[src/rtl/fpnew_noncomp_outpipe_if.sv]
// Handshake and data bundle between the non-computational FP unit, its retirement pipe and the consumer.
// Optional macro FPNEW_NONCOMP_STICKY_FLAGS_EN adds the sticky-flag clear/readout pair.
interface fpnew_noncomp_outpipe_if #(
  parameter int unsigned WIDTH    = 32,
  parameter int unsigned TagWidth = 1,
  parameter int unsigned AuxWidth = 1
);
  logic [WIDTH-1:0]    result_i;
  logic [4:0]          status_i;
  logic                extension_bit_i;
  logic [9:0]          class_mask_i;
  logic                is_class_i;
  logic [TagWidth-1:0] tag_i;
  logic [AuxWidth-1:0] aux_i;
  logic                in_valid_i;
  logic                in_ready_o;
  logic                flush_i;
  logic [WIDTH-1:0]    result_o;
  logic [4:0]          status_o;
  logic                extension_bit_o;
  logic [TagWidth-1:0] tag_o;
  logic [AuxWidth-1:0] aux_o;
  logic                out_valid_o;
  logic                out_ready_i;
  logic                busy_o;
`ifdef FPNEW_NONCOMP_STICKY_FLAGS_EN
  logic                clear_flags_i;
  logic [4:0]          fflags_o;

  modport slave (
    input  result_i, status_i, extension_bit_i, class_mask_i, is_class_i, tag_i, aux_i,
    input  in_valid_i, flush_i, out_ready_i, clear_flags_i,
    output in_ready_o, result_o, status_o, extension_bit_o, tag_o, aux_o, out_valid_o,
    output busy_o, fflags_o
  );

  modport master (
    output result_i, status_i, extension_bit_i, class_mask_i, is_class_i, tag_i, aux_i,
    output in_valid_i, flush_i, out_ready_i, clear_flags_i,
    input  in_ready_o, result_o, status_o, extension_bit_o, tag_o, aux_o, out_valid_o,
    input  busy_o, fflags_o
  );
`else
  modport slave (
    input  result_i, status_i, extension_bit_i, class_mask_i, is_class_i, tag_i, aux_i,
    input  in_valid_i, flush_i, out_ready_i,
    output in_ready_o, result_o, status_o, extension_bit_o, tag_o, aux_o, out_valid_o,
    output busy_o
  );

  modport master (
    output result_i, status_i, extension_bit_i, class_mask_i, is_class_i, tag_i, aux_i,
    output in_valid_i, flush_i, out_ready_i,
    input  in_ready_o, result_o, status_o, extension_bit_o, tag_o, aux_o, out_valid_o,
    input  busy_o
  );
`endif
endinterface

[src/rtl/fpnew_noncomp_outpipe.sv]
// Retirement stage for the non-computational FP unit: classify-mask merge plus a flushable valid/ready pipe.
// Optional macro FPNEW_NONCOMP_STICKY_FLAGS_EN adds a sticky accumulator of retired status flags.
module fpnew_noncomp_outpipe #(
  parameter int unsigned WIDTH       = 32,
  parameter int unsigned NumPipeRegs = 1,
  parameter int unsigned TagWidth    = 1,
  parameter int unsigned AuxWidth    = 1
) (
  input logic                     clk_i,
  input logic                     rst_ni,
  fpnew_noncomp_outpipe_if.slave  io
);

  typedef struct packed {
    logic [WIDTH-1:0]    result;
    logic [4:0]          status;
    logic                ext;
    logic [TagWidth-1:0] tag;
    logic [AuxWidth-1:0] aux;
  } payload_t;

  if ((WIDTH < 16) || (WIDTH > 64)) begin : g_width_chk
    $error("fpnew_noncomp_outpipe: WIDTH must lie in 16..64");
  end

  // A classify op carries only its mask; flags and the NaN-box bit are meaningless for it.
  function automatic payload_t merge_payload(
    input logic [WIDTH-1:0]    result,
    input logic [4:0]          status,
    input logic                ext,
    input logic [9:0]          class_mask,
    input logic                is_class,
    input logic [TagWidth-1:0] tag,
    input logic [AuxWidth-1:0] aux
  );
    payload_t p;
    p.tag = tag;
    p.aux = aux;
    if (is_class) begin
      p.result = {{(WIDTH-10){1'b0}}, class_mask};
      p.status = 5'b00000;
      p.ext    = 1'b0;
    end else begin
      p.result = result;
      p.status = status;
      p.ext    = ext;
    end
    return p;
  endfunction

  payload_t merged_s;
  payload_t out_s;
  logic     out_valid_s;
  logic     in_ready_s;
  logic     busy_s;

  // Merge the upstream result with the classify mask ahead of the first stage.
  always_comb begin
    merged_s = merge_payload(io.result_i, io.status_i, io.extension_bit_i, io.class_mask_i,
                             io.is_class_i, io.tag_i, io.aux_i);
  end

  if (NumPipeRegs == 0) begin : g_bypass
    assign out_s       = merged_s;
    assign out_valid_s = io.in_valid_i;
    assign in_ready_s  = io.out_ready_i;
    assign busy_s      = 1'b0;
  end else begin : g_pipe
    localparam int N = int'(NumPipeRegs);

    logic [N-1:0] valid_q;
    logic [N-1:0] valid_d;
    payload_t     data_q [N];
    payload_t     data_d [N];
    logic [N:0]   ready_s;
    logic [N-1:0] valid_in_s;
    payload_t     data_in_s [N];

    // Backward ready chain: a stage accepts when it is empty or its occupant moves on.
    always_comb begin
      ready_s    = '0;
      ready_s[N] = io.out_ready_i;
      for (int k = N - 1; k >= 0; k--) begin
        ready_s[k] = ready_s[k+1] | ~valid_q[k];
      end
    end

    // Feed of each stage: the merged input for the first, the previous stage otherwise.
    always_comb begin
      valid_in_s   = '0;
      valid_in_s[0] = io.in_valid_i;
      data_in_s[0]  = merged_s;
      for (int k = 1; k < N; k++) begin
        valid_in_s[k] = valid_q[k-1];
        data_in_s[k]  = data_q[k-1];
      end
    end

    // Next state of every stage; flush kills validity but leaves the data registers alone.
    always_comb begin
      valid_d = valid_q;
      data_d  = data_q;
      for (int k = 0; k < N; k++) begin
        if (io.flush_i) begin
          valid_d[k] = 1'b0;
        end else if (ready_s[k]) begin
          valid_d[k] = valid_in_s[k];
        end else begin
          valid_d[k] = valid_q[k];
        end
        if (ready_s[k] && valid_in_s[k]) begin
          data_d[k] = data_in_s[k];
        end else begin
          data_d[k] = data_q[k];
        end
      end
    end

    // Stage registers.
    always_ff @(posedge clk_i or negedge rst_ni) begin
      if (!rst_ni) begin
        valid_q <= '0;
        for (int k = 0; k < N; k++) begin
          data_q[k] <= '0;
        end
      end else begin
        valid_q <= valid_d;
        for (int k = 0; k < N; k++) begin
          data_q[k] <= data_d[k];
        end
      end
    end

    assign out_s       = data_q[N-1];
    assign out_valid_s = valid_q[N-1];
    assign in_ready_s  = ready_s[0];
    assign busy_s      = |valid_q;
  end

  assign io.result_o        = out_s.result;
  assign io.status_o        = out_s.status;
  assign io.extension_bit_o = out_s.ext;
  assign io.tag_o           = out_s.tag;
  assign io.aux_o           = out_s.aux;
  assign io.out_valid_o     = out_valid_s;
  assign io.in_ready_o      = in_ready_s;
  assign io.busy_o          = busy_s;

`ifdef FPNEW_NONCOMP_STICKY_FLAGS_EN
  logic [4:0] fflags_q;
  logic [4:0] fflags_d;
  logic       xfer_s;

  // A clear that coincides with a retirement keeps that retirement's flags.
  always_comb begin
    xfer_s = out_valid_s & io.out_ready_i;
    if (io.clear_flags_i) begin
      if (xfer_s) begin
        fflags_d = out_s.status;
      end else begin
        fflags_d = 5'b00000;
      end
    end else if (xfer_s) begin
      fflags_d = fflags_q | out_s.status;
    end else begin
      fflags_d = fflags_q;
    end
  end

  // Sticky flag register.
  always_ff @(posedge clk_i or negedge rst_ni) begin
    if (!rst_ni) begin
      fflags_q <= 5'b00000;
    end else begin
      fflags_q <= fflags_d;
    end
  end

  assign io.fflags_o = fflags_q;
`endif

endmodule

[src/flat_wrapper.sv]
// flat-port wrapper written by rule: the top's interface ports become plain ports
module fpnew_noncomp_outpipe_flat 
#(
  parameter int unsigned WIDTH       = 32,
  parameter int unsigned NumPipeRegs = 1,
  parameter int unsigned TagWidth    = 1,
  parameter int unsigned AuxWidth    = 1
)
  (clk_i, rst_ni, io_result_i, io_status_i, io_extension_bit_i, io_class_mask_i, io_is_class_i, io_tag_i, io_aux_i, io_in_valid_i, io_flush_i, io_out_ready_i, io_in_ready_o, io_result_o, io_status_o, io_extension_bit_o, io_tag_o, io_aux_o, io_out_valid_o, io_busy_o);
  fpnew_noncomp_outpipe_if #(.WIDTH(WIDTH), .TagWidth(TagWidth), .AuxWidth(AuxWidth)) io_i ();
  input logic clk_i;
  input logic rst_ni;
  input wire logic [$bits(io_i.result_i)-1:0] io_result_i;
  input wire logic [$bits(io_i.status_i)-1:0] io_status_i;
  input wire logic [$bits(io_i.extension_bit_i)-1:0] io_extension_bit_i;
  input wire logic [$bits(io_i.class_mask_i)-1:0] io_class_mask_i;
  input wire logic [$bits(io_i.is_class_i)-1:0] io_is_class_i;
  input wire logic [$bits(io_i.tag_i)-1:0] io_tag_i;
  input wire logic [$bits(io_i.aux_i)-1:0] io_aux_i;
  input wire logic [$bits(io_i.in_valid_i)-1:0] io_in_valid_i;
  input wire logic [$bits(io_i.flush_i)-1:0] io_flush_i;
  input wire logic [$bits(io_i.out_ready_i)-1:0] io_out_ready_i;
  output wire logic [$bits(io_i.in_ready_o)-1:0] io_in_ready_o;
  output wire logic [$bits(io_i.result_o)-1:0] io_result_o;
  output wire logic [$bits(io_i.status_o)-1:0] io_status_o;
  output wire logic [$bits(io_i.extension_bit_o)-1:0] io_extension_bit_o;
  output wire logic [$bits(io_i.tag_o)-1:0] io_tag_o;
  output wire logic [$bits(io_i.aux_o)-1:0] io_aux_o;
  output wire logic [$bits(io_i.out_valid_o)-1:0] io_out_valid_o;
  output wire logic [$bits(io_i.busy_o)-1:0] io_busy_o;
  assign io_i.result_i = io_result_i;
  assign io_i.status_i = io_status_i;
  assign io_i.extension_bit_i = io_extension_bit_i;
  assign io_i.class_mask_i = io_class_mask_i;
  assign io_i.is_class_i = io_is_class_i;
  assign io_i.tag_i = io_tag_i;
  assign io_i.aux_i = io_aux_i;
  assign io_i.in_valid_i = io_in_valid_i;
  assign io_i.flush_i = io_flush_i;
  assign io_i.out_ready_i = io_out_ready_i;
  assign io_in_ready_o = io_i.in_ready_o;
  assign io_result_o = io_i.result_o;
  assign io_status_o = io_i.status_o;
  assign io_extension_bit_o = io_i.extension_bit_o;
  assign io_tag_o = io_i.tag_o;
  assign io_aux_o = io_i.aux_o;
  assign io_out_valid_o = io_i.out_valid_o;
  assign io_busy_o = io_i.busy_o;
  fpnew_noncomp_outpipe #(.WIDTH(WIDTH), .NumPipeRegs(NumPipeRegs), .TagWidth(TagWidth), .AuxWidth(AuxWidth)) u_core (.clk_i(clk_i), .rst_ni(rst_ni), .io(io_i));
endmodule
[config.mk]
export PLATFORM = sky130hd
export DESIGN_NAME = fpnew_noncomp_outpipe_flat
export DESIGN_NICKNAME = d
export VERILOG_FILES = /design/src/rtl/fpnew_noncomp_outpipe_if.sv /design/src/rtl/fpnew_noncomp_outpipe.sv /design/src/flat_wrapper.sv
export SDC_FILE = /design/constraint.sdc
export NUM_CORES = 1
export LEC_CHECK = 0
export CAP_MARGIN = 5
export CORE_ASPECT_RATIO = 1.2
export CORE_UTILIZATION = 43
export CTS_CLUSTER_DIAMETER = 120
export DETAILED_ROUTE_END_ITERATION = 6
export MAX_ROUTING_LAYER = met4
export PLACE_DENSITY = 0.85
export SLEW_MARGIN = 20
export SYNTH_ARGS = -nofsm -noshare
export SYNTH_HDL_FRONTEND = slang
export SYNTH_SLANG_ARGS = --single-unit
[constraint.sdc]
create_clock -name clk_i -period 2.8 [get_ports clk_i]
set_input_delay 0.42 -clock clk_i [delete_from_list [all_inputs] [get_ports clk_i]]
set_output_delay 0.42 -clock clk_i [all_outputs]
set_load 0.03 [all_outputs]
==> flow_summary.yaml <==
drt:
  first_pass_iters: 4
  ant_nets: 0
  drt_wl_total_um: 4130
  drt_iter0_markers: 46
  wire_per_inst_um: 13.9
  vias_per_cell: 4.73
  vias: 1410
  drc_errors: 0
floorplanning:
  rows: 26
  core-area_um2: 4360
  die_h_um: 77.0
  initial_core_util: 0.462
  die_area_um2: 4960
  die_w_um: 64.5
  pin_count: 99
place:
  port_buffers: 98
  gp_congestion: 0.704
  hpwlAfterDp_um: 2950
  place_ws_ns: 0.605
sta:
  rsz0062_at_grt: "no"
  fin_crit_ns: 2.17
  max_slew_margin: 0.421
  finalWorstSetupSlack_ns: 0.632
  maxSlewViolCount: 0
  finalSetupViolCount: 0
  setup_tns_ns: 0
  max_freq_ghz: 0.461
  hold_violations: 0
  skew_ns: 0.00581
  worst_slew_pin_slew_ns: 0.868
  finalCritPeriodShare: 0.774
clock_network:
  clock_sinks: 41
  cts-resized-gates: 0
  cts_hold_buffers: 0
  clockBufferDepth: 2
  cts_tree: "built"
  clock_latency_ns: 0.29
  path_clk_slew_ns: 0.08
  cts_setup_buffers: 0
  htreeDepth: 2
  cts-buffers-inserted: 5
  root_buffer: "clkbuf_8"
global_route:
  grt_pass1_wl_um: 6740
  grt_max_degree: 42
  grt.overflow.total: 0
  gr-usage-all-layers: 0.184
  grt_pass1_vias: 1348
  antenna_found_initial: 0
synthesis:
  avgSynthCellArea_um2: 13.9
  synth_ff_type: "dfrtp_1"
  syn-cell-area_um2: 2010
  synth_cell_type_count: 14
  synth_commonest_cells: "dfrtp_1, mux2_4, nor2b_1"
  synth_area_leader_cell: "dfrtp_1"
  async_flop_share: 1.00
  synth_top_cell_area_share: 0.510
  synthCells: 145
  synth_warnings: 0
  yosysSeqAreaShare: 0.510
  ys_ff_latch: 41
  yosysMostFrequentCell: "dfrtp_1"
  syn_nets: 201
  yosys-top-cells-area: "dfrtp_1, mux2_4, nor2b_1, mux2i_1, a31oi_1"
  synth_edf_count: 0
critical_path:
  cp.arrival_ns: 1.75
  cpMaxStageDelayCell: "clkdlybuf4s50_1"
  critical_path_required_ns: 2.38
  crit_path_cell_trace: "clkdlybuf4s50_1 > nand2b_4 > clkdlybuf4s50_1"
  critPathKind: "in2out"
  cp_num_buf_inv: 2
  worst_path_most_repeated_cell: "clkdlybuf4s50_1"
  endpoint_kind: "primary output"
  critPathTopFamily: "buffers and inverters"
  slowest_delay_ns: 0.68
  start_kind: "input port"
  cp_max_fo: 8
layout:
  n_antenna_cell: 0
  final_layout_size_suffix_gt1_frac: 0.182
  area_growth_pct: 54.0
  final_nets: 297
hold_path:
  hold_path_class: "in2async"
outcome:
  status: "completed"
power:
  power_density_nw_per_um2: 574
  cellLeakagePower_uw: 0.00139
  vdd_drop_max_v: 0.000310
run:
  maxCapViolations: 0
[kinds of logic after synthesis]
group           Yosys count  share of synthesized area
flops                    41                      0.510
simple gates             30                     0.0994
compound gates           21                     0.0584
mux                      40                      0.273
buf+inv                  13                     0.0590
[registers in the layout (all words and copies together) (netlist names)]
name / cells
u_core.io.extension_bit_o: 1
u_core.io.tag_o: 1
u_core.io.busy_o: 1
u_core.io.result_o: 32
u_core.io.status_o: 5
u_core.io.aux_o: 1
[per-stage QoR]
step                std cells  cell area [um^2]   util  hold slack [ns]  power [uW]
CTS                       298              3100  0.711            0.272        1800
global placement          290              2970  0.681            0.492        1230
global route              298              3100  0.711            0.318        1860
finish                    298              3100  0.711            0.243        1780
detailed placement        290              2970  0.681            0.494        1240
floorplan                 145              2010      -            0.124        1000
[power breakdown]
part | internal, uW | switching [uW]
clock network | 354 | 201
registers | 658 | 38.4
logic | 280 | 249
total | 1290 | 488
[path summary, 6_finish.rpt]
| check | endpoint | cells past startpoint | from | slack, ns |
|---|---|---|---|---|
| hold reg to reg | u_core.io.result_o[14] | 1 | u_core.io.result_o[14] | 0.51 |
| setup / recovery | io_in_ready_o | 3 | io_out_ready_i | 0.63 |
| min in group clk_i | u_core.io.result_o[14] | 1 | u_core.io.result_o[14] | 0.51 |
| max in group asynchronous | u_core.io.result_o[12] | 1 | rst_ni | 2.01 |
| setup reg to reg | u_core.io.result_o[16] | 4 | u_core.io.busy_o | 1.11 |
| hold / removal | u_core.io.aux_o | 1 | rst_ni | 0.24 |
[layer usage]
layer | part of all wire | up-vias | GRT usage
li1 | - | 692 | -
met5 | 0 | - | -
met1 | 0.43 | 655 | 0.225
met2 | 0.50 | 59 | 0.300
met3 | 0.049 | 4 | 0.0387
met4 | 0.011 | 0 | 0.0600
[area by class of cell]
cell class,count,area (um^2)
multi-input combinational,91,868
tap,56,70.1
clock inverter,3,65.1
clock buffer,5,68.8
timing repair buffer,101,998
fill,331,1260
sequential,41,1030
inverter,1,3.75
[worst register-to-register path, delay by kind of cell (launching register included)]
| kind | cells | cell delay (ns) |
|---|---|---|
| simple gates | 2 | 0.47 |
| mux | 1 | 0.44 |
| buf+inv | 1 | 0.23 |
| flops | 1 | 0.43 |
[cells in the final DEF, fill, tap and decap left out]
cell,n
a21oi_1,11
a31oi_1,10
buf_2,1
buf_4,3
bufinv_16,2
clkbuf_8,5
clkdlybuf4s50_1,97
clkinv_2,1
dfrtp_1,41
inv_1,1
mux2_4,30
mux2i_1,10
nand2_4,1
nand2b_4,1
nor2b_1,28
Power figures use the tool's default switching activity.
